`config.mk`:
```
export PLATFORM = sky130hd
export DESIGN_NAME = axis_sweep_controller
export DESIGN_NICKNAME = d
export VERILOG_FILES = /design/src/rtl/axis_sweep_controller.sv
export SDC_FILE = /design/constraint.sdc
export NUM_CORES = 1
export LEC_CHECK = 0
export BUFFER_PORTS_ARGS = -buffer_cell sky130_fd_sc_hd__buf_2
export CAP_MARGIN = 40
export CELL_PAD_IN_SITES_DETAIL_PLACEMENT = 0
export CELL_PAD_IN_SITES_GLOBAL_PLACEMENT = 2
export CORE_ASPECT_RATIO = 0.7
export CORE_UTILIZATION = 41
export CTS_BUF_LIST = sky130_fd_sc_hd__clkbuf_16
export DETAILED_ROUTE_END_ITERATION = 16
export GPL_TIMING_DRIVEN = 0
export PLACE_DENSITY_LB_ADDON = 0.1
export SLEW_MARGIN = 10
export SYNTH_ARGS = -nofsm -noshare
export SYNTH_HDL_FRONTEND = slang
export SYNTH_SLANG_ARGS = --single-unit
```
`constraint.sdc`:
```
create_clock -name clk -period 7 [get_ports clk]
set_input_delay 0.7 -clock clk [delete_from_list [all_inputs] [get_ports clk]]
set_output_delay 0.7 -clock clk [all_outputs]
set_load 0.03 [all_outputs]
```
`src/rtl/axis_sweep_controller.sv`:
```
// Steps a mesh traffic harness through a programmable load table: reset, release, start,
// run to completion or timeout, drain, report. Define AXIS_SWEEP_CYCLES_EN to report RUN duration.
module axis_sweep_controller #(
    parameter int NUM_ROUTERS   = 4,
    parameter int COUNT_WIDTH   = 32,
    parameter int LOAD_WIDTH    = 16,
    parameter int MAX_LOADS     = 16,
    parameter int TIMEOUT_WIDTH = 32,
    parameter int RESET_CYCLES  = 7,
    parameter int START_DELAY   = 5,
    parameter int DRAIN_CYCLES  = 3
) (
    input  logic                               clk,
    input  logic                               rst_n,
    input  logic                               go,
    input  logic                               abort,
    input  logic [$clog2(MAX_LOADS):0]         cfg_num_loads,
    input  logic [TIMEOUT_WIDTH-1:0]           cfg_timeout,
    input  logic                               cfg_wr_en,
    input  logic [$clog2(MAX_LOADS)-1:0]       cfg_wr_addr,
    input  logic [LOAD_WIDTH-1:0]              cfg_wr_data,
    output logic                               harness_rst_n,
    output logic [LOAD_WIDTH-1:0]              load,
    output logic [NUM_ROUTERS-1:0]             start,
    input  logic [NUM_ROUTERS-1:0]             done,
    input  logic [NUM_ROUTERS-1:0]             error,
    input  logic [NUM_ROUTERS*COUNT_WIDTH-1:0] total_sent,
    input  logic [NUM_ROUTERS*COUNT_WIDTH-1:0] total_recv,
    output logic                               busy,
    output logic                               result_valid,
    input  logic                               result_ready,
    output logic [$clog2(MAX_LOADS)-1:0]       result_idx,
    output logic                               result_timeout,
    output logic                               result_error,
    output logic [TIMEOUT_WIDTH-1:0]           result_cycles,
    output logic                               sweep_finished
);

    localparam int IDX_W = $clog2(MAX_LOADS);
    localparam int NL_W  = IDX_W + 1;
    localparam int SUM_W = COUNT_WIDTH + $clog2(NUM_ROUTERS);
    localparam int PH_W  = 16;
    localparam logic [PH_W-1:0] HOLD_LAST  = PH_W'(RESET_CYCLES - 1);
    localparam logic [PH_W-1:0] DELAY_LAST = PH_W'(START_DELAY - 1);
    localparam logic [PH_W-1:0] DRAIN_LAST = PH_W'(DRAIN_CYCLES - 1);

    typedef enum logic [2:0] {IDLE, RST_HOLD, RELEASE, RUN, DRAIN, REPORT} state_t;

    state_t                   state, state_next;
    logic [PH_W-1:0]          phase_cnt;
    logic [IDX_W-1:0]         idx, idx_next;
    logic [NL_W-1:0]          num_loads_q;
    logic [TIMEOUT_WIDTH-1:0] timeout_q;
    logic [NUM_ROUTERS-1:0]   done_seen;
    logic                     err_acc;
    logic [TIMEOUT_WIDTH-1:0] run_cnt, run_cnt_inc;
    logic                     timed_out;
    logic [SUM_W-1:0]         sum_sent, sum_recv;
    logic                     go_ok, complete, timeout_hit, last_point, handshake;
    logic                     enter_hold, enter_run, enter_report;
    logic [LOAD_WIDTH-1:0]    load_tbl [MAX_LOADS];

    // Table contents survive reset; only IDLE may rewrite them.
    always_ff @(posedge clk) begin
        if (state == IDLE && cfg_wr_en)
            load_tbl[cfg_wr_addr] <= cfg_wr_data;
    end

    always_comb begin
        sum_sent = '0;
        sum_recv = '0;
        for (int i = 0; i < NUM_ROUTERS; i++) begin
            sum_sent = sum_sent + SUM_W'(total_sent[i*COUNT_WIDTH +: COUNT_WIDTH]);
            sum_recv = sum_recv + SUM_W'(total_recv[i*COUNT_WIDTH +: COUNT_WIDTH]);
        end
    end

    assign go_ok       = (cfg_num_loads != '0) && (cfg_num_loads <= NL_W'(MAX_LOADS));
    assign complete    = (&(done_seen | done)) && (sum_sent == sum_recv);
    assign run_cnt_inc = (&run_cnt) ? run_cnt : run_cnt + TIMEOUT_WIDTH'(1);
    // The counter value after this cycle's increment is the number of RUN cycles elapsed.
    assign timeout_hit = (timeout_q != '0) && (run_cnt_inc == timeout_q);
    assign last_point  = ({1'b0, idx} == num_loads_q - NL_W'(1));
    assign handshake   = result_valid && result_ready;

    always_ff @(posedge clk or negedge rst_n) begin
        if (!rst_n) state <= IDLE;
        else        state <= state_next;
    end

    always_comb begin
        state_next = state;
        idx_next   = idx;
        case (state)
            IDLE:     if (go && go_ok) begin
                          state_next = RST_HOLD;
                          idx_next   = '0;
                      end
            RST_HOLD: if (phase_cnt == HOLD_LAST) state_next = RELEASE;
            RELEASE:  if (phase_cnt == DELAY_LAST) state_next = RUN;
            RUN:      if (complete || timeout_hit) state_next = DRAIN;
            DRAIN:    if (phase_cnt == DRAIN_LAST) state_next = REPORT;
            REPORT:   if (handshake) begin
                          if (last_point) begin
                              state_next = IDLE;
                          end else begin
                              state_next = RST_HOLD;
                              idx_next   = idx + IDX_W'(1);
                          end
                      end
            default:  state_next = IDLE;
        endcase
        if (abort) begin
            state_next = IDLE;
            idx_next   = idx;
        end
    end

    assign enter_hold   = (state_next == RST_HOLD) && (state != RST_HOLD);
    assign enter_run    = (state_next == RUN) && (state != RUN);
    assign enter_report = (state_next == REPORT) && (state != REPORT);

    always_ff @(posedge clk or negedge rst_n) begin
        if (!rst_n) begin
            phase_cnt      <= '0;
            idx            <= '0;
            num_loads_q    <= '0;
            timeout_q      <= '0;
            done_seen      <= '0;
            err_acc        <= 1'b0;
            run_cnt        <= '0;
            timed_out      <= 1'b0;
            harness_rst_n  <= 1'b0;
            load           <= '0;
            start          <= '0;
            busy           <= 1'b0;
            result_valid   <= 1'b0;
            result_idx     <= '0;
            result_timeout <= 1'b0;
            result_error   <= 1'b0;
            sweep_finished <= 1'b0;
        end else begin
            phase_cnt      <= (state_next != state) ? '0 : phase_cnt + PH_W'(1);
            idx            <= idx_next;
            busy           <= (state_next != IDLE);
            harness_rst_n  <= (state_next != IDLE) && (state_next != RST_HOLD);
            result_valid   <= (state_next == REPORT);
            sweep_finished <= (state == REPORT) && handshake && last_point && !abort;

            if (state == IDLE && state_next == RST_HOLD) begin
                num_loads_q <= cfg_num_loads;
                timeout_q   <= cfg_timeout;
            end
            if (enter_hold)
                load <= load_tbl[idx_next];

            if (enter_run) begin
                start     <= '1;
                done_seen <= '0;
                err_acc   <= 1'b0;
                run_cnt   <= '0;
            end else if (state == RUN) begin
                start     <= start & ~done;
                done_seen <= done_seen | done;
                err_acc   <= err_acc | (|error);
                run_cnt   <= run_cnt_inc;
                if (state_next == DRAIN)
                    timed_out <= !complete;
            end else if (state == DRAIN) begin
                err_acc <= err_acc | (|error);
            end
            if (state_next != RUN)
                start <= '0;

            if (enter_report) begin
                result_idx     <= idx;
                result_timeout <= timed_out;
                result_error   <= err_acc | (|error);
            end
        end
    end

`ifdef AXIS_SWEEP_CYCLES_EN
    always_ff @(posedge clk or negedge rst_n) begin
        if (!rst_n)            result_cycles <= '0;
        else if (enter_report) result_cycles <= run_cnt;
    end
`else
    assign result_cycles = '0;
`endif

endmodule

```
==> impl_metrics.yaml, run 1 <==
place:
  place_area_mm2: 0.02746
  place_ws_ps: 918.0
  hpwl_um: 58520
  port_buffers: 356
  gp_congestion: 0.9385
final_layout:
  nets: 3158
  final_area_mm2: 0.02870
  synthToLayoutAreaGrowth_pct: 18.64
  final_common_cell: "buf_2"
  final_cell_mix: "buf_2, nand2_1, edfxtp_1"
  drive_gt1_share_pct: 22.16
  final_util_pct: 49.20
  num_antenna_cells: 0
sta:
  max_freq_mhz: 181.9
  slew_headroom_pct: 39.18
  min_period_ps: 5498
  fin_crit_sh_pct: 78.55
  rsz0062_at_grt: "no"
  setup_slack_ps: 1502
  setup-tns-final_ps: 0
  fin_skew_ps: 21.17
  setup_viol: 0
  hold_violations: 0
  maxSlewViolCount: 0
  worstMarginPinSlew_ps: 912.3
worst_setup_path:
  cp-end-kind: "register"
  cp.required_ps: 7460
  crit_type: "in2reg"
  worst_r2r_path_depth: 15
  worstPathArrival_ps: 5960
  cp_max_fo: 10
  reg2reg_from: "run_cnt[0]"
  r2r_end: "phase_cnt[12]"
  rrSetupSlack_ps: 2550
  worstSetupStartpointType: "input pin"
power_and_ir_drop:
  power.leakage_nw: 11.45
  powerDensity_mw_per_mm2: 290.4
  ir_worst_vdd_v: 0.0001690
grt:
  antenna_found_initial: 0
  grt_pass1_vias: 18530
  grtUsageTotal_pct: 24.22
  grt_max_degree: 80
  gr-total-overflow: 0
  grt_pass1_wl_um: 110500
synth:
  synth-simple-area-share_pct: 14.83
  synthArstFlopShare_pct: 33.33
  yosys_warnings: 0
  synth_edf_count: 256
  syn_inst: 2175
  ys_seq_elements: 384
  synth-adder-area-share_pct: 14.32
  synth-main-ff-cell: "edfxtp_1"
  avgSynthCellArea_um2: 11.12
  syn_area_mm2: 0.02419
  synth_top_family_by_area: "simple AND/OR/NAND/NOR gates"
  synth_cell_type_count: 92
  synthMuxAreaShare_pct: 6.160
  seq_area_frac_synth_pct: 45.02
  synth_compound_area_share_pct: 9.765
  synth_xor_area_share_pct: 6.160
floorplan:
  start_util_pct: 41.47
  die-area_mm2: 0.05999
  die_h_um: 205.2
  row_count: 74
  io_pins: 389
  core_mm2: 0.05833
  die_w_um: 292.3
clock_network:
  cts.repair.resized: 0
  cts_hold_buffers: 0
  clockBufferDepth: 3
  cts_root_buf: "clkbuf_16"
  clkLatencyLatePin_ps: 560
  cts_tree: "done"
  cts_setup_buffers: 0
  htree_levels: 2
  cts.sinks: 384
  path_clk_slew_ps: 60
  numCtsBuffers: 41
drt:
  wl_um: 72320
  vias_per_cell: 5.429
  post-route-drc-count: 0
  dr.first_iter.drc_count: 1230
  routedWlPerCell_um: 21.13
  dr_total_vias: 18580
  drt_pass1_iterations: 5
  antenna_left: 0
status:
  status: "complete, no violations"
job:
  cap_violations: 0
hold_path:
  hold_path.class: "in2async"
[power by group]
part           leakage (nW)  switching [mW]  internal [mW]
Sequential             3.90           0.232           2.64
Clock                 0.630           0.891           1.13
Combinational          6.91            1.99           1.45
[per-stage QoR]
stage,hold slack [ps],power [mW],instances
floorplan,404.4,5.314,2206
global placement,479.5,6.298,3322
detailed placement,487.8,6.341,3348
CTS,77.19,8.383,3423
global route,107.5,8.879,3423
finish,77.30,8.333,3423
[registers in the layout (all words and copies together) (netlist names), 4 cells and up]
signal and cells:
done_seen 4, idx 4, load 16, load_tbl 256, num_loads_q 5, phase_cnt 16, result_idx 4, run_cnt 32
start 4, timeout_q 32
[area by class of cell]
class / instances / area [µm²]
fill: 5394 / 29630
multi-input combinational: 1628 / 12580
inverter: 72 / 270.3
buffer: 122 / 633.1
tap: 760 / 950.9
timing repair buffer: 382 / 2131
clock inverter: 33 / 191.4
clock buffer: 42 / 1051
sequential: 384 / 10890
[worst max-delay path by stage]
stage	start	endpoint	slack [ps]	cells past startpoint
after global placement	total_sent[1]	state[0]	160	18
after floorplan	total_sent[1]	phase_cnt[14]	1860	19
final	total_sent[1]	phase_cnt[12]	1500	20
after global routing	total_sent[1]	phase_cnt[14]	1220	20
after CTS	total_sent[1]	phase_cnt[12]	1490	20
after detailed placement	total_sent[1]	phase_cnt[12]	920	20
[logic make-up after synthesis]
logic type,count (synthesis)
mux,124
other cells,1
compound gates,356
simple gates,753
fa+ha+maj,200
flops,384
xor+xnor,163
buf+inv,194
[metal layers]
| metal | wire length (µm) | vias up | GRT usage (%) |
|---|---|---|---|
| li1 | - | 8735 | - |
| met2 | 30680 | 575 | 35.96 |
| met3 | 4250 | 75 | 3.402 |
| met5 | 0 | - | 0 |
| met1 | 36160 | 9197 | 37.71 |
| met4 | 1219 | 0 | 4.338 |
[critical path, stage by stage]
cell and delay [ps]:
buf_2 110, fa_1 590, inv_1 80, fa_1 430
inv_1 80, ha_1 200, inv_1 80, fa_1 450
nand2b_1 260, a21oi_1 310, o211ai_1 230, nand3_1 230
a21oi_1 130, xnor3_1 370, nor4_1 320, o2111ai_1 420
o41a_1 460, buf_6 170, buf_12 150, mux2i_1 170
[cells in the mapped netlist, types with 7 or more instances]
cell type / n / area, µm²
and2_1: 12 / 75.07
o21ai_1: 7 / 35.03
nand4_1: 42 / 262.8
o2111ai_1: 36 / 315.3
o21a_1: 18 / 135.1
edfxtp_1: 256 / 7687
mux4_2: 16 / 360.4
clkbuf_1: 62 / 232.7
xor2_1: 50 / 437.9
mux2i_1: 69 / 690.7
nor4_1: 25 / 156.4
xnor2_1: 108 / 945.9
nand2_1: 286 / 1074
and3_1: 16 / 100.1
buf_4: 34 / 255.2
a22oi_1: 7 / 52.55
nand2b_1: 11 / 68.82
or3_1: 11 / 68.82
a21o_1: 15 / 112.6
a211oi_1: 9 / 67.56
nor3_1: 32 / 160.2
dfrtp_1: 128 / 3203
and4_1: 11 / 96.34
mux2_2: 39 / 439.2
buf_2: 16 / 80.08
nor2b_1: 9 / 56.30
nand3_1: 134 / 670.6
a31oi_1: 15 / 93.84
fa_1: 128 / 2562
inv_1: 70 / 262.8
ha_1: 72 / 900.9
a21oi_1: 104 / 520.5
nor2_1: 130 / 488.0
o211ai_1: 15 / 112.6
o21ai_0: 69 / 345.3
(Power assumes the default switching activity.)
==> inputs of run 2 (changes only) <==
CORE_UTILIZATION = 38   (was 41)
clock period = 5.73 ns   (was 7 ns; I/O delays follow)
==> impl_metrics.yaml, run 2 (synthesis results as in run 1) <==
grt:
  grtUsageTotal_pct: 22.55
  grt_busiest_layer: "met1"
  grt_pass1_vias: 18640
  use_met2_pct: 32.74
  use_met3_pct: 2.635
  grt_util_met1_pct: 35.85
  grt_pass1_wl_um: 111000
  antenna_found_initial: 0
  grt_max_degree: 76
  gr-total-overflow: 0
power_and_ir_drop:
  p_clk_share_pct: 24.4
  pwr-share-comb_pct: 41.2
  power.leakage_nw: 11.45
  p_total_mw: 10.18
  ir_worst_vdd_v: 0.0001866
  powerDensity_mw_per_mm2: 353.6
  power.internal_mw: 6.371
  p_sw_mw: 3.804
  p_seq_share_pct: 34.4
  switching_share_pct: 37.39
floorplan:
  row_count: 76
  die-area_mm2: 0.06469
  io_pins: 389
  die_h_um: 213.1
  die_w_um: 303.6
  core_mm2: 0.06219
  start_util_pct: 38.90
drt:
  vias_per_cell: 5.315
  wl_um: 71850
  dr_total_vias: 18510
  drt_pass1_iterations: 5
  antenna_left: 0
  post-route-drc-count: 0
  dr.first_iter.drc_count: 1383
  routedWlPerCell_um: 20.63
worst_setup_path:
  cp_slowest_stage_delay_ps: 690
  critPathBufInv: 3
  cp.required_ps: 6170
  worstSetupStartpointType: "input pin"
  cp.depth: 16
  worst_r2r_path_depth: 15
  crit_family: "compound AO/OA/AOI/OAI gates"
  crit_path_cell_trace: "buf_2, fa_1, fa_1, ha_1, a211oi_1, o211ai_1, nand3_1, a211oi_1, or3_1, and3_1, nor4_1, o2111ai_1, o41a_1, buf_6, buf_12, mux2i_1"
  crit_type: "in2reg"
  crit_slowest_cell: "a211oi_1"
  cp-end-kind: "register"
  cp_max_fo: 10
  worstPathArrival_ps: 5590
  rrSetupSlack_ps: 1320
sta:
  maxSlewViolCount: 0
  setup-tns-final_ps: 0
  hold_violations: 0
  max_freq_mhz: 194.2
  min_period_ps: 5150
  slew_headroom_pct: 37.58
  rsz0062_at_grt: "no"
  fin_skew_ps: 25.01
  setup_viol: 0
  fin_crit_sh_pct: 89.88
  worstMarginPinSlew_ps: 931.2
hold_path:
  hold_depth: 2
  hold_path.class: "in2reg"
final_layout:
  final_util_pct: 46.27
  synthToLayoutAreaGrowth_pct: 18.95
  regArea_mm2: 0.01089
  drive_gt1_share_pct: 22.30
  final_area_mm2: 0.02877
  num_antenna_cells: 0
  multi_input_area_mm2: 0.01258
  final_common_cell: "buf_2"
  top_regs: "load_tbl: 256 flops, run_cnt: 32 flops, timeout_q: 32 flops"
  fillers: 5921
  largest-register: "load_tbl"
  nets: 3159
  largest_register_ffs: 256
  final_cell_mix: "buf_2, nand2_1, edfxtp_1"
status:
  status: "complete, no violations"
place:
  port_buffers: 356
  hpwl_um: 58100
  gp_congestion: 0.9446
  place_area_mm2: 0.02751
clock_network:
  clockBufferDepth: 3
  clkLatencyLatePin_ps: 580
  numCtsBuffers: 40
  cts_tree: "done"
  cts_root_buf: "clkbuf_16"
  path_clk_slew_ps: 60
  cts_setup_buffers: 0
  htree_levels: 2
  cts.sinks: 384
job:
  cap_violations: 0
## run 2: repair_timing
item,4_1_cts,5_1_grt
resized for setup,0,0
hold buffers,1,0
endpoints found under the hold margin,53,0
## run 2: per-stage QoR
step | hold WS, ps | instances | setup WS, ps
floorplan | 277.4 | 2206 | 715.3
global placement | 482.0 | 3381 | -905.3
detailed placement | 478.9 | 3407 | -32.98
CTS | 194.4 | 3482 | 564.1
global route | 208.9 | 3483 | 250.5
finish | 232.8 | 3483 | 580.0
## run 2: worst register-to-register path, cell delays in order (launching register included)
cell and delay (ps):
dfrtp_1 440, ha_1 250, and2_1 130, buf_2 170, nand4_1 320, nor4_1 580
buf_2 260, nor3_1 60, xnor2_1 140, nor4_1 340, nand4_1 200, or4_1 740
o41a_1 200, buf_6 160, buf_12 160, mux2i_1 120
## run 2: power by group through the flow
| stage | Sequential, mW | Clock, mW | Combinational, mW |
|---|---|---|---|
| global placement | 3.55 | 0 | 4.13 |
| detailed placement | 3.55 | 0 | 4.17 |
| finish | 3.50 | 2.49 | 4.19 |
| CTS | 3.50 | 2.55 | 4.19 |
| floorplan | 3.52 | 0 | 2.98 |
| global route | 3.54 | 2.65 | 4.66 |
## run 2: final timing paths
| path | from | end |
|---|---|---|
| worst max-delay path | total_sent[2] | phase_cnt[10] |
| worst min-delay path | cfg_timeout[25] | timeout_q[25] |
| worst max register to register | run_cnt[0] | phase_cnt[10] |
| worst min register to register | load[14] | load[14] |
| max in group asynchronous | rst_n | load[13] |
| min in group asynchronous | rst_n | run_cnt[19] |
## run 2: layout make-up
type	count	area share (%)
plain buffers	122	2.200
clock buffers	40	3.479
clock inverters	34	0.8392
inverters	72	0.9393
multi-input cells	1628	43.72
flip-flops and latches	384	37.85
well taps	819	3.561
repair buffers	384	7.410
## run 2: metal layers
metal,vias to the layer above,share of wire [%],routed length [µm]
li1,8776,-,-
met1,9183,52,37100
met2,496,42,30140
met3,56,5.1,3634
met4,0,1.4,975
met5,-,0,0
